--- config.mk ---
export PLATFORM = sky130hd
export DESIGN_NAME = output_spi_stream_flat
export DESIGN_NICKNAME = d
export VERILOG_FILES = /design/src/rtl/output_spi_stream_if.sv /design/src/rtl/output_spi_stream.sv /design/src/flat_wrapper.sv
export SDC_FILE = /design/constraint.sdc
export NUM_CORES = 1
export LEC_CHECK = 0
export ABC_AREA = 1
export CORE_MARGIN = 1
export CORE_UTILIZATION = 53
export CTS_CLUSTER_DIAMETER = 60
export DETAILED_ROUTE_END_ITERATION = 10
export GPL_TIMING_DRIVEN = 0
export PLACE_DENSITY_LB_ADDON = 0.12
export SLEW_MARGIN = 20
export SYNTH_ARGS = -nofsm -noshare
export SYNTH_HDL_FRONTEND = slang
export SYNTH_SLANG_ARGS = --single-unit
--- constraint.sdc ---
create_clock -name clk -period 4.4 [get_ports clk]
set_clock_uncertainty 0.2 [all_clocks]
set_input_delay 0.88 -clock clk [delete_from_list [all_inputs] [get_ports clk]]
set_output_delay 0.88 -clock clk [all_outputs]
set_load 0.02 [all_outputs]
--- src/rtl/output_spi_stream_if.sv ---
// output_spi_stream_if: valid/ready word stream that feeds output_spi_stream.
//   data   word to transmit (WORD_W bits)
//   valid  data holds a word
//   ready  sink can accept; a word transfers when valid & ready at a rising clk edge
interface output_spi_stream_if #(
   parameter int WORD_W = 8
);
   logic [WORD_W-1:0] data;
   logic              valid;
   logic              ready;
   modport master (output data, valid, input ready);
   modport slave  (input data, valid, output ready);
endinterface

--- src/rtl/output_spi_stream.sv ---
// output_spi_stream: multi-lane SPI transmit serializer with an input FIFO.
//   clk        system clock, rising edge
//   rst_n      asynchronous active-low reset
//   s_in       word stream in (data/valid/ready)
//   o_out      LANES serial data lines, out[LANES-1] is the beat's most significant bit
//   o_clk_out  SPI clock, idle low, receiver samples on its rising edge
//   o_en_out   frame enable, active high
//   o_busy     FSM not idle or FIFO not empty
//   o_level    words held in the FIFO
module output_spi_stream #(
   parameter int WORD_W     = 8,
   parameter int LANES      = 4,
   parameter int DIV        = 2,
   parameter int FIFO_DEPTH = 4,
   parameter bit MSB_FIRST  = 1'b1
) (
   input  logic                               clk,
   input  logic                               rst_n,
   output_spi_stream_if.slave                 s_in,
   output logic [LANES-1:0]                   o_out,
   output logic                               o_clk_out,
   output logic                               o_en_out,
   output logic                               o_busy,
   output logic [$clog2(FIFO_DEPTH+1)-1:0]    o_level
);
   localparam int BEATS = WORD_W / LANES;
   localparam int AW    = $clog2(FIFO_DEPTH);
   localparam int LW    = $clog2(FIFO_DEPTH + 1);
   localparam int DW    = $clog2(DIV + 1);
   localparam int BW    = $clog2(BEATS + 1);
   localparam logic [LW-1:0] FULL  = LW'(FIFO_DEPTH);
   localparam logic [DW-1:0] DLAST = DW'(DIV - 1);
   localparam logic [BW-1:0] BLAST = BW'(BEATS - 1);

   if (LANES < 1 || WORD_W % LANES != 0) begin : g_err_lanes
      $error("output_spi_stream: WORD_W must be a positive multiple of LANES");
   end
   if (DIV < 1) begin : g_err_div
      $error("output_spi_stream: DIV must be at least 1");
   end
   if (FIFO_DEPTH < 2 || (FIFO_DEPTH & (FIFO_DEPTH - 1)) != 0) begin : g_err_depth
      $error("output_spi_stream: FIFO_DEPTH must be a power of two and at least 2");
   end

   typedef enum logic [1:0] {IDLE, LOW, HIGH, TAIL} state_t;

   state_t            r_state, w_state;
   logic [WORD_W-1:0] r_mem [FIFO_DEPTH];
   logic [AW-1:0]     r_wptr, r_rptr;
   logic [LW-1:0]     r_level;
   logic [WORD_W-1:0] r_shift, w_shift, w_head, w_next;
   logic [DW-1:0]     r_div, w_div;
   logic [BW-1:0]     r_beat, w_beat;
   logic [LANES-1:0]  r_out, w_out;
   logic              r_clk, w_clk, r_en, w_en;
   logic              w_push, w_pop, w_end, w_avail;

   // Beat 0 of a word; later beats are reached by shifting the word toward this position.
   function automatic logic [LANES-1:0] f_beat(input logic [WORD_W-1:0] w);
      return MSB_FIRST ? w[WORD_W-1 -: LANES] : w[LANES-1:0];
   endfunction

   assign s_in.ready = r_level != FULL;
   assign w_push     = s_in.valid && s_in.ready;
   assign w_avail    = r_level != '0;
   assign w_head     = r_mem[r_rptr];
   assign w_end      = r_div == DLAST;
   assign w_next     = MSB_FIRST ? r_shift << LANES : r_shift >> LANES;
   assign o_out      = r_out;
   assign o_clk_out  = r_clk;
   assign o_en_out   = r_en;
   assign o_level    = r_level;
   assign o_busy     = (r_state != IDLE) || w_avail;

   always_comb begin
      w_state = r_state;
      w_div   = (r_state == IDLE || w_end) ? '0 : r_div + DW'(1);
      w_shift = r_shift;
      w_beat  = r_beat;
      w_out   = r_out;
      w_clk   = r_clk;
      w_en    = r_en;
      w_pop   = 1'b0;
      case (r_state)
         IDLE: if (w_avail) begin
            w_pop   = 1'b1;
            w_shift = w_head;
            w_beat  = '0;
            w_out   = f_beat(w_head);
            w_en    = 1'b1;
            w_state = LOW;
         end
         LOW: if (w_end) begin
            w_clk   = 1'b1;
            w_state = HIGH;
         end
         HIGH: if (w_end) begin
            w_clk   = 1'b0;
            w_state = LOW;
            if (r_beat != BLAST) begin
               w_shift = w_next;
               w_beat  = r_beat + BW'(1);
               w_out   = f_beat(w_next);
            end else if (w_avail) begin
               // next word follows directly, keeping the frame open
               w_pop   = 1'b1;
               w_shift = w_head;
               w_beat  = '0;
               w_out   = f_beat(w_head);
            end else begin
               w_state = TAIL;
            end
         end
         TAIL: if (w_end) begin
            w_en    = 1'b0;
            w_out   = '0;
            w_state = IDLE;
         end
         default: w_state = IDLE;
      endcase
   end

   always_ff @(posedge clk or negedge rst_n) begin
      if (!rst_n) begin
         r_state <= IDLE;
         r_wptr  <= '0;
         r_rptr  <= '0;
         r_level <= '0;
         r_shift <= '0;
         r_div   <= '0;
         r_beat  <= '0;
         r_out   <= '0;
         r_clk   <= 1'b0;
         r_en    <= 1'b0;
      end else begin
         r_state <= w_state;
         r_wptr  <= r_wptr + AW'(w_push);
         r_rptr  <= r_rptr + AW'(w_pop);
         r_level <= r_level + LW'(w_push) - LW'(w_pop);
         r_shift <= w_shift;
         r_div   <= w_div;
         r_beat  <= w_beat;
         r_out   <= w_out;
         r_clk   <= w_clk;
         r_en    <= w_en;
      end
   end

   // Storage needs no reset: the pointers and level define what is valid.
   always_ff @(posedge clk) begin
      if (w_push) r_mem[r_wptr] <= s_in.data;
   end
endmodule

--- src/flat_wrapper.sv ---
// flat-port wrapper written by rule: the top's interface ports become plain ports
module output_spi_stream_flat 
#(
   parameter int WORD_W     = 8,
   parameter int LANES      = 4,
   parameter int DIV        = 2,
   parameter int FIFO_DEPTH = 4,
   parameter bit MSB_FIRST  = 1'b1
)
  (clk, rst_n, o_out, o_clk_out, o_en_out, o_busy, o_level, s_in_data, s_in_valid, s_in_ready);
  output_spi_stream_if #(.WORD_W(WORD_W)) s_in_i ();
  input  logic clk;
  input  logic rst_n;
  output logic [LANES-1:0] o_out;
  output logic o_clk_out;
  output logic o_en_out;
  output logic o_busy;
  output logic [$clog2(FIFO_DEPTH+1)-1:0] o_level;
  input wire logic [$bits(s_in_i.data)-1:0] s_in_data;
  input wire logic [$bits(s_in_i.valid)-1:0] s_in_valid;
  output wire logic [$bits(s_in_i.ready)-1:0] s_in_ready;
  assign s_in_i.data = s_in_data;
  assign s_in_i.valid = s_in_valid;
  assign s_in_ready = s_in_i.ready;
  output_spi_stream #(.WORD_W(WORD_W), .LANES(LANES), .DIV(DIV), .FIFO_DEPTH(FIFO_DEPTH), .MSB_FIRST(MSB_FIRST)) u_core (.clk(clk), .rst_n(rst_n), .s_in(s_in_i), .o_out(o_out), .o_clk_out(o_clk_out), .o_en_out(o_en_out), .o_busy(o_busy), .o_level(o_level));
endmodule
# Word level (Yosys, flattened, before mapping)

Memories as Yosys holds them, arrays and structs flattened.
Index checks and enable logic that the tools add are counted.

Logic and storage cells: 74
RAM bits: 32
Memories: 1
Input bits: 11
Output and inout bits: 11
Register bits after elaboration: 27

Reductions and logical operators: 15
Equality and inequality tests: 10
Mux-type cells: 32
Add/sub/neg operators: 6

Memories:

| name         | depth | width | rd ports | clocked after memory_dff | write ports | RTL line                | source |
|---|---|---|---|---|---|---|---|
| u_core.r_mem | 4     | 8     | 1        | 0                        | 1           | output_spi_stream.sv:48 | `logic [WORD_W-1:0] r_mem [FIFO_DEPTH];` |

Operators by type and width:

| cell                | number |
|---|---|
| $mux 8              | 3 |
| $mux 2              | 10 |
| $mux 4              | 4 |
| $pmux 8 s2          | 1 |
| $pmux 4 s3          | 1 |
| $ne 2x1->1 const B  | 5 |
| $reduce_and 3->1    | 3 |
| $mux 1              | 8 |
| $pmux 2 s4          | 1 |
| $reduce_bool 2->1   | 4 |
| $pmux 1 s2          | 3 |
| $reduce_bool 3->1   | 2 |
| $add 2x1->2         | 2 |
| $add 2x1->2 const B | 2 |
| $eq 2x1->1 const B  | 2 |
| $eq 2x2->1 const B  | 2 |
| $pmux 2 s2          | 1 |
| $reduce_and 4->1    | 1 |
| $add 3x1->3         | 1 |
| $ne 3x3->1 const B  | 1 |
| $sub 3x1->3         | 1 |
| $logic_not 2->1     | 1 |
| $logic_or 1x1->1    | 2 |
| $reduce_and 2->1    | 1 |
| $logic_and 1x1->1   | 1 |

# Longest topological paths before layout

Gate-level depths: netlist (run 1).

Depth in word-level cells: 6
Depth in mapped cells: 12

# Worst setup path after synthesis (run 1)

No wires, ideal clock.

Kind: reg-to-reg
Start point: reg u_core.r_state[0]
End point: reg u_core.r_level[2] (netlist: u_core.o_level[2])
Path buffers: 0
Library setup time: 123 ps
Period minus slack after synthesis: 2,392 ps
Slack: 2,008 ps
Data required time: 4,077 ps
Stages on the path, launching flop included: 13
Arrival: 2,069 ps
Cells stage by stage: dfrtp_1 > inv_1 > ha_1 > nand2_1 > inv_1 > nand2_1 > a21oi_1 > ha_1 > inv_1 > ha_1 > inv_1 > fa_1 > xnor2_1

Word-level cells in the longest chain between the ends: 3
Elaborated cells between the ends (all ways): 4
Those cells by class: add/sub (1); eq/ne (1); mux (1); reduce/logical (1)

Ends and longest elaborated chain:

| what                                          | RTL line                 | source |
|---|---|---|
| start: declaration                            | output_spi_stream.sv:47  | `state_t r_state, w_state;` |
| start signal: assignment                      | output_spi_stream.sv:136 | `r_state <= w_state;` |
| $eq 2x2->1 or $logic_not 2->1 (tied branches) | output_spi_stream.sv:84  | `case (r_state)` |
| $pmux 1 s2 *                                  | output_spi_stream.sv:84  |  |
| $sub 3x1->3 *                                 | output_spi_stream.sv:139 | `r_level <= r_level + LW'(w_push) - LW'(w_pop);` |
| end signal: assignment                        | output_spi_stream.sv:139 |  |
| end: declaration                              | output_spi_stream.sv:50  | `logic [LW-1:0] r_level;` |

Every way passes the cells marked *; elsewhere a longest branch is shown, timed or not.
A chain may end at the register's enable or synchronous reset.

# Final worst setup path (run 1)

Start point: reg u_core.r_level[1] (netlist: u_core.o_level[1])
End point: out o_busy

Word-level cells in the longest chain between the ends: 2

Ends and longest elaborated chain:

| what              | RTL line                | source |
|---|---|---|
| $reduce_bool 3->1 | output_spi_stream.sv:65 | `assign w_avail = r_level != '0;` |
| $logic_or 1x1->1  | output_spi_stream.sv:73 | `assign o_busy = (r_state != IDLE) \|\| w_avail;` |
| end: declaration  | flat_wrapper.sv:17      | `output logic o_busy;` |

No other way between the ends.

==> results by group, run 1 <==
Drt
  • Iteration-0 DRC count of the detailed router: 73
  • Antenna Violating Nets Remaining: 0
  • Routed length per placed instance: approximately 14 µm
  • Number of iterations in the first detailed-routing pass: 7
  • Overall via count from detail_route: 1673
  • # DRC: 2
  • DR vias/cell: 5.23
  • Routed WL: 4420 µm

Timing
  • Final clock period utilization by the worst path: 66.7%
  • Worst relative slew slack: 50.7%
  • Transition time at the pin with the least slew margin: 0.736 ns
  • Hold_ws: 0.246 ns
  • Number of setup violations in the final report: 0
  • Final-report hold violation count: 0
  • Total negative setup slack: 0 ns
  • Count of pins over their slew limit: 0
  • Timing-limited maximum frequency: 341 MHz
  • Setup repair after global routing missed its margin: false
  • Final worst slack: ~1.5 ns
  • Final period demand of the worst path: 2.94 ns

Power and ir drop
  • Gate power share: between 40% and 50%
  • Flop pwr share: 38.4%
  • Internal Dissipation: roughly 1.3 mW
  • Clock power share: 15.2%
  • Overall Power: approximately 2.1 mW
  • Fraction of power spent switching nets: approximately 40%
  • Highest ir drop seen on vdd: 0.340 mV
  • Power density over cell area: 733 nW/µm²
  • Power dissipated by switching net loads: 0.844 mW
  • LEAKAGE: 1.23 nW

Place
  • Instance area at placement: ~2800 µm²
  • Gpl congestion: 0.910
  • Number of placed instances, taps included: 312
  • Half-perimeter wire length of the detailed placement result: 3280 µm
  • Port bufs: 21
  • Pre-CTS worst setup slack: 1.68 ns

Synth
  • Post-synth net total: 261
  • Ys Warns: 0
  • Number of enable flip-flop cells after synthesis: 32
  • Async set-or-reset flop fraction in the synthesized netlist: about two fifths
  • Cells taking the most area after synthesis: sky130_fd_sc_hd__edfxtp_1 (38%), sky130_fd_sc_hd__dfrtp_1 (23%), sky130_fd_sc_hd__nand2_1 (5.7%)
  • Post-synthesis instance total: 239
  • Predominant post-synthesis flop cell: sky130_fd_sc_hd__edfxtp_1
  • Cell type contributing the most total cell area after synthesis: sky130_fd_sc_hd__edfxtp_1
  • Fraction of synthesized cell area taken by the top area cell type: about two fifths
  • Unique masters post-synth: 28
  • Register bit count reported by yosys: 55
  • Most numerous cell in the Yosys netlist: sky130_fd_sc_hd__nand2_1
  • Part of the Yosys area used for sequential elements: 61.3%
  • Synth Cell Area: 2500 µm²
  • Mean area per synthesized cell: 10.5 µm²
  • Most numerous cell types in the synthesized netlist: sky130_fd_sc_hd__nand2_1 (38), sky130_fd_sc_hd__edfxtp_1 (32), sky130_fd_sc_hd__inv_1 (26), sky130_fd_sc_hd__dfrtp_1 (23), sky130_fd_sc_hd__nor2_1 (22)

CTS
  • CTS HTree Levels: 2
  • Buffers inserted during post-CTS setup optimization: 0
  • Hold Buf Count CTS: 0
  • CTS Sinks: 55
  • PostCTS Resize Cnt: 0
  • Clock latency reported for the late side of the worst-skew pair: slightly above 0.3 ns
  • Clock slew at reported path FFs: 0.09 ns
  • Root Driver: sky130_fd_sc_hd__clkbuf_8
  • Num CTS Buffers: 5
  • CTS tree: yes
  • CTS Buffer Depth: 2

GRT
  • Total Routing Usage GR: about a fifth
  • Maximum number of pins on one net before global-route repair: 24
  • Initial antenna violation count: 0
  • Number of global-route vias before repair: between 1500 and 2000
  • Remaining global-route overflow: 0
  • First-pass GRT wire length: 7600 µm

Finish
  • # diodes: 0
  • Total area of sequential cells: 1540 µm²
  • Multi-input gate area in the final layout: about 800 µm²
  • Cell area after layout: 2900 µm²
  • Utilization after layout: about two thirds
  • Count of filler cells inserted in the layout: 374
  • Synthesis-to-layout area growth: 15.9%
  • Cell Count, Final, Fillers Out: 320
  • Fraction of layout instances using a drive strength above 1: between 10% and 20%
  • Final nets: 289

Worst setup path
  • Worst path buffer plus inverter count: 2
  • Largest fanout of any net on the critical path: 5
  • Worst setup EP type: output port
  • Arrival @ worst endpoint: 1.86 ns
  • Delay-heaviest family, CP: buffers and inverters
  • Kind of start point of the critical path: flip-flop
  • Critical Path Max Stage Delay: approximately 0.53 ns
  • Critical path class: reg2out
  • Required @ worst endpoint: ~3.3 ns
  • Critical path's most frequent cell: sky130_fd_sc_hd__nand2_1
  • Cell chain of the critical path: nor2_2 > nand2_1 > inv_1 > nand2_1 > clkdlybuf4s50_1
  • Slowest cell on the critical path: sky130_fd_sc_hd__clkdlybuf4s50_1

Die
  • Standard-cell row count: 24
  • Starting Density: between 50% and 60%
  • Placeable core area: 4440 µm²
  • Die Area: 5000 µm²
  • Overall die height: about 71 µm
  • Die Wd: 70.7 µm
  • Count of pins on the block boundary: 22

Status
  • Status: finished, violations left
  • Violated checks: design-rule violations

Hold path
  • Worst Hold Class: reg2reg

Job
  • Max-Cap Viols: 0
## worst register-to-register path, cell delays in order, from the launching register on
cell and delay, ns:
sky130_fd_sc_hd__dfrtp_1 0.43, sky130_fd_sc_hd__inv_1 0.14, sky130_fd_sc_hd__ha_1 0.24, sky130_fd_sc_hd__nand2_1 0.12, sky130_fd_sc_hd__inv_1 0.12, sky130_fd_sc_hd__nand2_1 0.06, sky130_fd_sc_hd__a21oi_1 0.26, sky130_fd_sc_hd__ha_1 0.29
sky130_fd_sc_hd__inv_1 0.05, sky130_fd_sc_hd__ha_1 0.13, sky130_fd_sc_hd__inv_1 0.04, sky130_fd_sc_hd__fa_1 0.37, sky130_fd_sc_hd__xnor2_1 0.14
## state kept, by name, indices dropped and copies added (netlist names)
| name | cells |
|---|---|
| u_core.r_mem | 32 |
| u_core.o_out | 4 |
| u_core.r_shift | 4 |
| u_core.o_level | 3 |
| u_core.r_beat | 2 |
| u_core.r_div | 2 |
| u_core.r_rptr | 2 |
| u_core.r_state | 2 |
| u_core.r_wptr | 2 |
| u_core.o_clk_out | 1 |
| u_core.o_en_out | 1 |
## layer usage
metal	part of all wire [%]	up-vias	GRT usage, %
met3	3.9	4	4.84
met4	0.61	0	5.33
met2	48	32	33.9
met1	47	781	26.3
li1	-	856	-
met5	0	-	0
## cells in the final DEF, fill, tap and decap left out, types with 2 or more instances in the layout
cell,instances
sky130_fd_sc_hd__buf_4,2
sky130_fd_sc_hd__clkdlybuf4s50_1,20
sky130_fd_sc_hd__ha_1,10
sky130_fd_sc_hd__inv_2,5
sky130_fd_sc_hd__o21ai_1,11
sky130_fd_sc_hd__dfrtp_1,23
sky130_fd_sc_hd__edfxtp_1,32
sky130_fd_sc_hd__xor2_1,2
sky130_fd_sc_hd__xnor2_1,2
sky130_fd_sc_hd__clkbuf_8,5
sky130_fd_sc_hd__o21ai_0,9
sky130_fd_sc_hd__buf_6,2
sky130_fd_sc_hd__nor3_2,5
sky130_fd_sc_hd__inv_1,26
sky130_fd_sc_hd__a21oi_1,13
sky130_fd_sc_hd__nor2_1,22
sky130_fd_sc_hd__nand3_1,12
sky130_fd_sc_hd__nor3_1,5
sky130_fd_sc_hd__nand2_1,38
sky130_fd_sc_hd__buf_2,3
sky130_fd_sc_hd__o22ai_1,8
sky130_fd_sc_hd__or2_1,2
## final timing paths
check                             startpoint                end  slack, ns  depth (start not counted)
max                        u_core.o_level[1]             o_busy       1.46                          5
max reg2reg                u_core.r_state[0]  u_core.o_level[2]       1.70                         12
min in group asynchronous              rst_n   u_core.r_beat[1]       0.33                          1
min                          u_core.r_div[0]    u_core.r_div[0]       0.25                          1
max in group asynchronous              rst_n   u_core.r_rptr[1]       3.31                          1
min reg2reg                  u_core.r_div[0]    u_core.r_div[0]       0.25                          1
## power by group through the flow
stage          Combinational, mW  Clock, mW  Sequential [mW]
2_1_floorplan              0.671          0            0.856
3_3_place_gp               0.962          0            0.823
3_5_place_dp               0.994          0            0.830
4_1_cts                    0.999      0.332            0.819
5_1_grt                     1.12      0.355            0.839
6_report                   0.986      0.324            0.818
## kinds of logic (layout without fill, tap and decap cells)
logic type               after synthesis  after routing  share of synthesized area, %
adder cells (fa/ha/maj)               11             11                          5.79
AO/OA/AOI/OAI                         45             45                          10.1
flip-flops                            55             55                          61.3
AND/OR/NAND/NOR                       86             86                          14.6
buffers and inverters                 38             67                          6.79
XOR/XNOR                               4              4                          1.40
## cell type report
| class | count | area share [%] |
|---|---|---|
| buffer | 6 | 1.64 |
| clock buffer | 5 | 2.37 |
| clock inverter | 3 | 1.34 |
| inverter | 32 | 4.22 |
| multi-input combinational | 146 | 28.2 |
| sequential | 55 | 52.9 |
| tap | 52 | 2.24 |
| timing repair buffer | 21 | 7.07 |
No activity file was read; power rests on OpenSTA's default activity.
==> run 2, diff against run 1 <==
- CORE_UTILIZATION: 53 -> 51
- clock period: 4.4 -> 2.4 ns (I/O delays scaled with it)
==> run 2 against run 1 <==
  * The run now ends clean
  * Clock power rose by 51%
  * Die area rose by 3.8%
  * Core utilization fell by 1.4 points
  * Cell count rose by 7.2%
  * Register-to-register slack got worse by 1.7 ns
  * Wire length rose by 1.2%
  * Global-route usage fell by 1.4 points
  * Combinational power rose by 100%
  * Sequential share of layout area fell by 2.0 points
  * Non-clock buffer count rose by 8
  * Critical endpoint is now u_core.o_level[1]
  * Largest cell class unchanged
  * Largest power group unchanged
  * Highest routed layer unchanged
==> results by group, run 2 (synthesized netlist as in run 1, its figures left out) <==
Place
  • Pre-CTS worst setup slack: -0.273 ns (-1.95 ns)
  • Gpl congestion: 0.831 (-8.7%)
  • Port bufs: 21 (unchanged)
  • Number of placed instances, taps included: 327 (+4.8%)
  • Half-perimeter wire length of the detailed placement result: 3040 µm (-7.3%)
  • Instance area at placement: 2820 µm² (+0.67%)

Finish
  • Count of filler cells inserted in the layout: 388 (+3.7%)
  • Synthesis-to-layout area growth: 20.6%
  • Final nets: 297 (+2.8%)
  • Utilization after layout: 63.9% (-1.4 points)
  • Flip-flop count of the largest register after layout: 32 (unchanged)
  • Multi-input gate area in the final layout: 877 µm² (+7.2%)
  • Highest-count cells in the layout ignoring fill and taps: sky130_fd_sc_hd__nand2_1 (35), sky130_fd_sc_hd__edfxtp_1 (32), sky130_fd_sc_hd__nor2_1 (22), sky130_fd_sc_hd__dfrtp_1 (22)
  • Cell Count, Final, Fillers Out: 343 (+7.2%)
  • Cell area after layout: 3020 µm² (+4.1%)
  • Fraction of layout instances using a drive strength above 1: 19.6% (+8.4 points)
  • Largest reg by FF count: u_core.r_mem
  • Commonest non-fill, non-tap cell in the layout: sky130_fd_sc_hd__nand2_1
  • # diodes: 0 (unchanged)
  • Total area of sequential cells: 1540 µm² (about the same)

Die
  • Placeable core area: 4720 µm² (+6.3%)
  • Count of pins on the block boundary: 22 (unchanged)
  • Die Wd: 72.1 µm (+1.9%)
  • Overall die height: 72.1 µm (+1.9%)
  • Starting Density: 53.0% (-3.3 points)
  • Standard-cell row count: 25 (+4.2%)
  • Die Area: 5200 µm² (+3.8%)

Power and ir drop
  • Highest ir drop seen on vdd: 0.595 mV (+75%)
  • Power density over cell area: 1330 nW/µm² (+81%)
  • LEAKAGE: 1.25 nW (+1.6%)
  • Overall Power: 4.01 mW (+88%)

Hold path
  • Hold worst-path end: u_core.r_div[0]
  • Worst Min Path Start: u_core.r_div[0]
  • Worst Hold Class: reg2reg
  • Hold Path Cell Cnt: 1 (unchanged)

Timing
  • Final clock period utilization by the worst path: 99.0%
  • Hold_ws: 0.298 ns (+0.0515 ns)
  • Number of setup violations in the final report: 0 (unchanged)
  • Transition time at the pin with the least slew margin: 0.786 ns (+0.0506 ns)
  • Total negative setup slack: 0 ns (unchanged)
  • Final worst slack: 0.0248 ns (-1.44 ns)
  • Final-report hold violation count: 0 (unchanged)
  • Worst relative slew slack: 47.3% (-3.4 points)
  • Timing-limited maximum frequency: 421 MHz
  • Count of pins over their slew limit: 0 (unchanged)
  • Setup repair after global routing missed its margin: true
  • Final period demand of the worst path: 2.38 ns

CTS
  • Clock slew at reported path FFs: 0.10 ns (about the same)
  • CTS Buffer Depth: 2 (unchanged)
  • CTS HTree Levels: 2 (unchanged)
  • CTS Sinks: 55 (unchanged)
  • Num CTS Buffers: 5 (unchanged)
  • CTS tree: yes
  • Clock latency reported for the late side of the worst-skew pair: 0.30 ns (about the same)
  • Root Driver: sky130_fd_sc_hd__clkbuf_8

GRT
  • Total Routing Usage GR: 18.7% (-1.4 points)
  • Maximum number of pins on one net before global-route repair: 24 (unchanged)
  • Remaining global-route overflow: 0 (unchanged)
  • First-pass GRT wire length: 7200 µm (-5.2%)
  • Initial antenna violation count: 0 (unchanged)
  • Number of global-route vias before repair: 1668 (+0.72%)

Drt
  • Number of iterations in the first detailed-routing pass: 4 (-3)
  • Overall via count from detail_route: 1735 (+3.7%)
  • Antenna Violating Nets Remaining: 0 (unchanged)
  • # DRC: 0 (-2)
  • Iteration-0 DRC count of the detailed router: 80 (+9.6%)
  • Routed length per placed instance: 13.0 µm (-5.6%)
  • Routed WL: 4470 µm (+1.2%)
  • DR vias/cell: 5.06 (-3.2%)

Worst setup path
  • Critical R2R Capture: u_core.o_level[1]
  • Kind of start point of the critical path: flip-flop
  • Required @ worst endpoint: 2.41 ns (-0.91 ns)
  • Register-to-Register Path Depth: 12 (unchanged)
  • Largest fanout of any net on the critical path: 4 (-1)
  • Critical path class: reg2reg
  • Arrival @ worst endpoint: 2.38 ns (+0.52 ns)
  • Reg-to-reg setup timing slack: 0.02 ns (-1.68 ns)
  • Worst setup EP type: flip-flop
  • Worst reg2reg startpoint: u_core.r_state[0]

Status
  • Status: finished, final reports clean

Job
  • Max-Cap Viols: 0 (unchanged)
-- run 2: changes by cell type in the layout (fill, tap and decap cells not counted), moves of 2 or more --
cell | before | now
sky130_fd_sc_hd__buf_4 | 2 | 9
sky130_fd_sc_hd__inv_1 | 26 | 19
sky130_fd_sc_hd__inv_2 | 5 | 12
sky130_fd_sc_hd__ha_1 | 10 | 6
sky130_fd_sc_hd__ha_4 | 0 | 3
sky130_fd_sc_hd__nand2_1 | 38 | 35
sky130_fd_sc_hd__nand2_2 | 1 | 3
-- run 2: power by group --
part	internal, mW	switching, mW
combinational	0.841	1.17
sequential	1.32	0.182
clock	0.204	0.287
-- run 2: worst max-delay path: stages (launching register included) --
cell and delay [ns]:
sky130_fd_sc_hd__dfrtp_1 0.42, sky130_fd_sc_hd__inv_2 0.10, sky130_fd_sc_hd__ha_4 0.17, sky130_fd_sc_hd__nand2_4 0.06, sky130_fd_sc_hd__inv_2 0.06, sky130_fd_sc_hd__nand2_2 0.05
sky130_fd_sc_hd__a21oi_2 0.15, sky130_fd_sc_hd__ha_1 0.25, sky130_fd_sc_hd__inv_1 0.06, sky130_fd_sc_hd__ha_2 0.17, sky130_fd_sc_hd__inv_2 0.04, sky130_fd_sc_hd__fa_2 0.52
sky130_fd_sc_hd__inv_2 0.03
-- run 2: final cells by class --
cell class                      instances  area share (%)
Sequential cell                        55            50.9
Multi-Input combinational cell        146            29.0
Timing Repair Buffer                   29            8.82
Inverter                               32            4.06
Tap cell                               67            2.78
Clock buffer                            6            2.40
Buffer                                  6            1.57
Clock inverter                          2           0.414
-- run 2: worst max path at each step --
stage	cells after the start	slack, ns	end	startpoint
final	12	0.02	u_core.o_level[1]	u_core.r_state[0]
after global routing	12	-0.07	u_core.o_level[1]	u_core.r_state[0]
after CTS	11	0.02	u_core.o_level[2]	u_core.r_state[0]
after detailed placement	12	-0.27	u_core.o_level[2]	u_core.r_state[0]
after global placement	3	-0.31	u_core.r_mem[3][1]	s_in_valid
after floorplan	12	0.008	u_core.o_level[2]	u_core.r_state[0]
-- run 2: metal layers --
| metal | up-vias | GRT usage (%) | wire length, µm |
|---|---|---|---|
| met1 | 818 | 22.6 | 2090 |
| met4 | 0 | 10.0 | 63 |
| met2 | 38 | 31.2 | 2130 |
| met3 | 8 | 4.17 | 185 |
| li1 | 871 | - | - |
| met5 | - | 0 | 0 |
-- run 2: what timing repair did --
item | in CTS | in global routing
setup endpoints to repair | 3 | 2
setup buffers | 4 | 3
hold buffers | 0 | 1
resized for setup | 11 | 11
pin swaps | 1 | 4
endpoints found under the hold margin | 0 | 23
==> run 3, diff against run 2 <==
- CORE_UTILIZATION: 51 -> 53
- PLACE_DENSITY: not set -> 0.74
- PLACE_DENSITY_LB_ADDON: 0.12 -> not set
- clock period: 2.4 -> 3.1 ns (I/O delays scaled with it)
==> run 3 against run 2 <==
  * Critical path depth did not move
  * Sequential power fell by 23%
  * Global-route usage rose by 0.48 points
  * Via count fell by 3.3%
  * Die area fell by 3.7%
  * Critical endpoint is now u_core.o_level[2]
  * Largest power group unchanged
==> results by group, run 3 (synthesized netlist as in run 1, its figures left out) <==
Status
  • Status: finished, final reports clean

Drt
  • Sum of met3 wire segment lengths after detailed routing: 136 µm (-26%)
  • Number of iterations in the first detailed-routing pass: 4 (unchanged)
  • WL met2: 2230 µm (+4.6%)
  • Top layer used by detailed routing: met4
  • # DRC: 0 (unchanged)
  • Routed WL: 4460 µm (-0.27%)
  • Routed length per placed instance: 13.9 µm (+6.9%)
  • Overall via count from detail_route: 1678 (-3.3%)
  • DRT met1 WL: 2040 µm (-2.8%)
  • Antenna Violating Nets Remaining: 0 (unchanged)
  • Iteration-0 DRC count of the detailed router: 67 (-16%)
  • DR vias/cell: 5.24 (+3.7%)

CTS
  • Hold Buf Count CTS: 0 (unchanged)
  • Buffers inserted during post-CTS setup optimization: 0 (-4)
  • Clock slew at reported path FFs: 0.09 ns (about the same)
  • CTS Sinks: 55 (unchanged)
  • Root Driver: sky130_fd_sc_hd__clkbuf_8
  • CTS Buffer Depth: 2 (unchanged)
  • Num CTS Buffers: 5 (unchanged)
  • Clock latency reported for the late side of the worst-skew pair: 0.31 ns (about the same)
  • CTS HTree Levels: 2 (unchanged)
  • CTS tree: yes
  • PostCTS Resize Cnt: 0 (-11)

Timing
  • Final-report hold violation count: 0 (unchanged)
  • Hold_ws: 0.0668 ns (-0.231 ns)
  • Setup repair after global routing missed its margin: false
  • Count of pins over their slew limit: 0 (unchanged)
  • Transition time at the pin with the least slew margin: 0.796 ns (+0.00924 ns)
  • Total negative setup slack: 0 ns (unchanged)
  • Number of setup violations in the final report: 0 (unchanged)
  • Final clock period utilization by the worst path: 88.2% (-11 points)
  • Final period demand of the worst path: 2.73 ns (+0.359 ns)
  • Worst relative slew slack: 46.7% (-0.62 points)
  • Timing-limited maximum frequency: 366 MHz (-13%)

GRT
  • Remaining global-route overflow: 0 (unchanged)
  • Initial antenna violation count: 0 (unchanged)
  • Maximum number of pins on one net before global-route repair: 24 (unchanged)
  • Total Routing Usage GR: 19.2% (+0.48 points)
  • First-pass GRT wire length: 7220 µm (+0.29%)
  • Number of global-route vias before repair: 1563 (-6.3%)

Power and ir drop
  • Power density over cell area: 1050 nW/µm² (-21%)
  • Flop pwr share: 38.1% (+0.6 points)
  • Power dissipated by switching net loads: 1.22 mW (-26%)
  • Highest ir drop seen on vdd: 0.456 mV (-23%)
  • Overall Power: 3.05 mW (-24%)
  • Clock power share: 15.3% (+3.1 points)
  • Fraction of power spent switching nets: 40.0% (-0.95 points)
  • LEAKAGE: 1.23 nW (-1.9%)
  • Gate power share: 46.6% (-3.7 points)
  • Internal Dissipation: 1.83 mW (-23%)

Worst setup path
  • Arrival @ worst endpoint: 2.73 ns (+0.35 ns)
  • Worst reg2reg startpoint: u_core.r_state[0]
  • Critical R2R Capture: u_core.o_level[2]
  • Register-to-Register Path Depth: 12 (unchanged)
  • Largest fanout of any net on the critical path: 4 (unchanged)
  • Required @ worst endpoint: 3.10 ns (+0.69 ns)
  • Critical path class: reg2reg
  • Worst setup EP type: flip-flop
  • Reg-to-reg setup timing slack: 0.37 ns (+0.34 ns)
  • Kind of start point of the critical path: flip-flop

Job
  • Max-Cap Viols: 0 (unchanged)

Finish
  • Commonest non-fill, non-tap cell in the layout: sky130_fd_sc_hd__nand2_1
  • Fraction of layout instances using a drive strength above 1: 11.2% (-8.4 points)
  • Largest reg by FF count: u_core.r_mem
  • # diodes: 0 (unchanged)
  • Final nets: 289 (-2.7%)
  • Flip-flop count of the largest register after layout: 32 (unchanged)
  • Synthesis-to-layout area growth: 16.0%
  • Highest-count cells in the layout ignoring fill and taps: sky130_fd_sc_hd__nand2_1 (38), sky130_fd_sc_hd__edfxtp_1 (32), sky130_fd_sc_hd__inv_1 (26)

Die
  • Standard-cell row count: 24 (-4.0%)
  • Starting Density: 56.4% (+3.3 points)
  • Placeable core area: 4440 µm² (-5.9%)
  • Die Wd: 70.7 µm (-1.9%)
  • Die Area: 5000 µm² (-3.7%)
  • Overall die height: 70.7 µm (-1.9%)
  • Count of pins on the block boundary: 22 (unchanged)

Place
  • Port bufs: 21 (unchanged)
  • Half-perimeter wire length of the detailed placement result: 3220 µm (+5.9%)
  • Gpl congestion: 0.794 (-4.5%)

Hold path
  • Worst Hold Class: in2async
## run 3: cell count changes in the layout (fill, tap and decap cells not counted), sizes merged
cell / delta
dlygate4sd2: -1
clkdlybuf4s50: +1
buf: -7
bufinv: +1
dlygate4sd3: -1
clkinvlp: -1
## run 3: final cells by class
cell class	count	area, µm²
inverters	32	123
multi-input cells	146	818
clock inverters	2	37.5
clock buffers	6	72.6
plain buffers	6	47.5
repair buffers	21	205
fillers	364	1540
flip-flops and latches	55	1540
well taps	52	65.1
## run 3: how the worst max path moves through the flow
stage	startpoint	endpoint	cells after the start
2_1_floorplan	u_core.r_state[0]	u_core.o_level[2]	12
3_3_place_gp	s_in_valid	u_core.r_mem[3][3]	3
3_5_place_dp	u_core.r_state[0]	u_core.o_level[2]	12
4_1_cts	u_core.r_state[0]	u_core.o_level[2]	12
5_1_grt	u_core.r_state[0]	u_core.o_level[2]	12
6_report	u_core.r_state[0]	u_core.o_level[2]	12
## run 3: critical path: stages, from the launching register on
cell and delay (ns):
sky130_fd_sc_hd__dfrtp_1 0.43, sky130_fd_sc_hd__inv_1 0.14, sky130_fd_sc_hd__ha_1 0.24, sky130_fd_sc_hd__nand2_1 0.12
sky130_fd_sc_hd__inv_1 0.13, sky130_fd_sc_hd__nand2_1 0.06, sky130_fd_sc_hd__a21oi_1 0.27, sky130_fd_sc_hd__ha_1 0.29
sky130_fd_sc_hd__inv_1 0.06, sky130_fd_sc_hd__ha_1 0.13, sky130_fd_sc_hd__inv_1 0.05, sky130_fd_sc_hd__fa_1 0.37
sky130_fd_sc_hd__xnor2_1 0.14
## run 3: layer usage
layer  GRT usage (%)  vias up
li1                -      855
met1            24.6      790
met2            32.4       27
met3            4.27        6
met4            6.67        0
met5               0        -
## run 3: stage by stage
step                util [%]  worst slack (ns)  instance area (µm²)  cells
floorplan                  -             0.708                 2500    239
global placement        62.6             0.295                 2780    312
detailed placement      63.0             0.401                 2800    312
CTS                     65.5             0.372                 2910    320
global route            65.4             0.196                 2910    320
finish                  65.4             0.366                 2910    320
## run 3: power groups by stage
| stage | Sequential, mW | Clock [mW] | Combinational [mW] |
|---|---|---|---|
| floorplan | 1.21 | 0 | 0.952 |
| finish | 1.16 | 0.466 | 1.42 |
| global route | 1.19 | 0.501 | 1.59 |
| global placement | 1.16 | 0 | 1.38 |
| CTS | 1.16 | 0.477 | 1.44 |
| detailed placement | 1.18 | 0 | 1.43 |
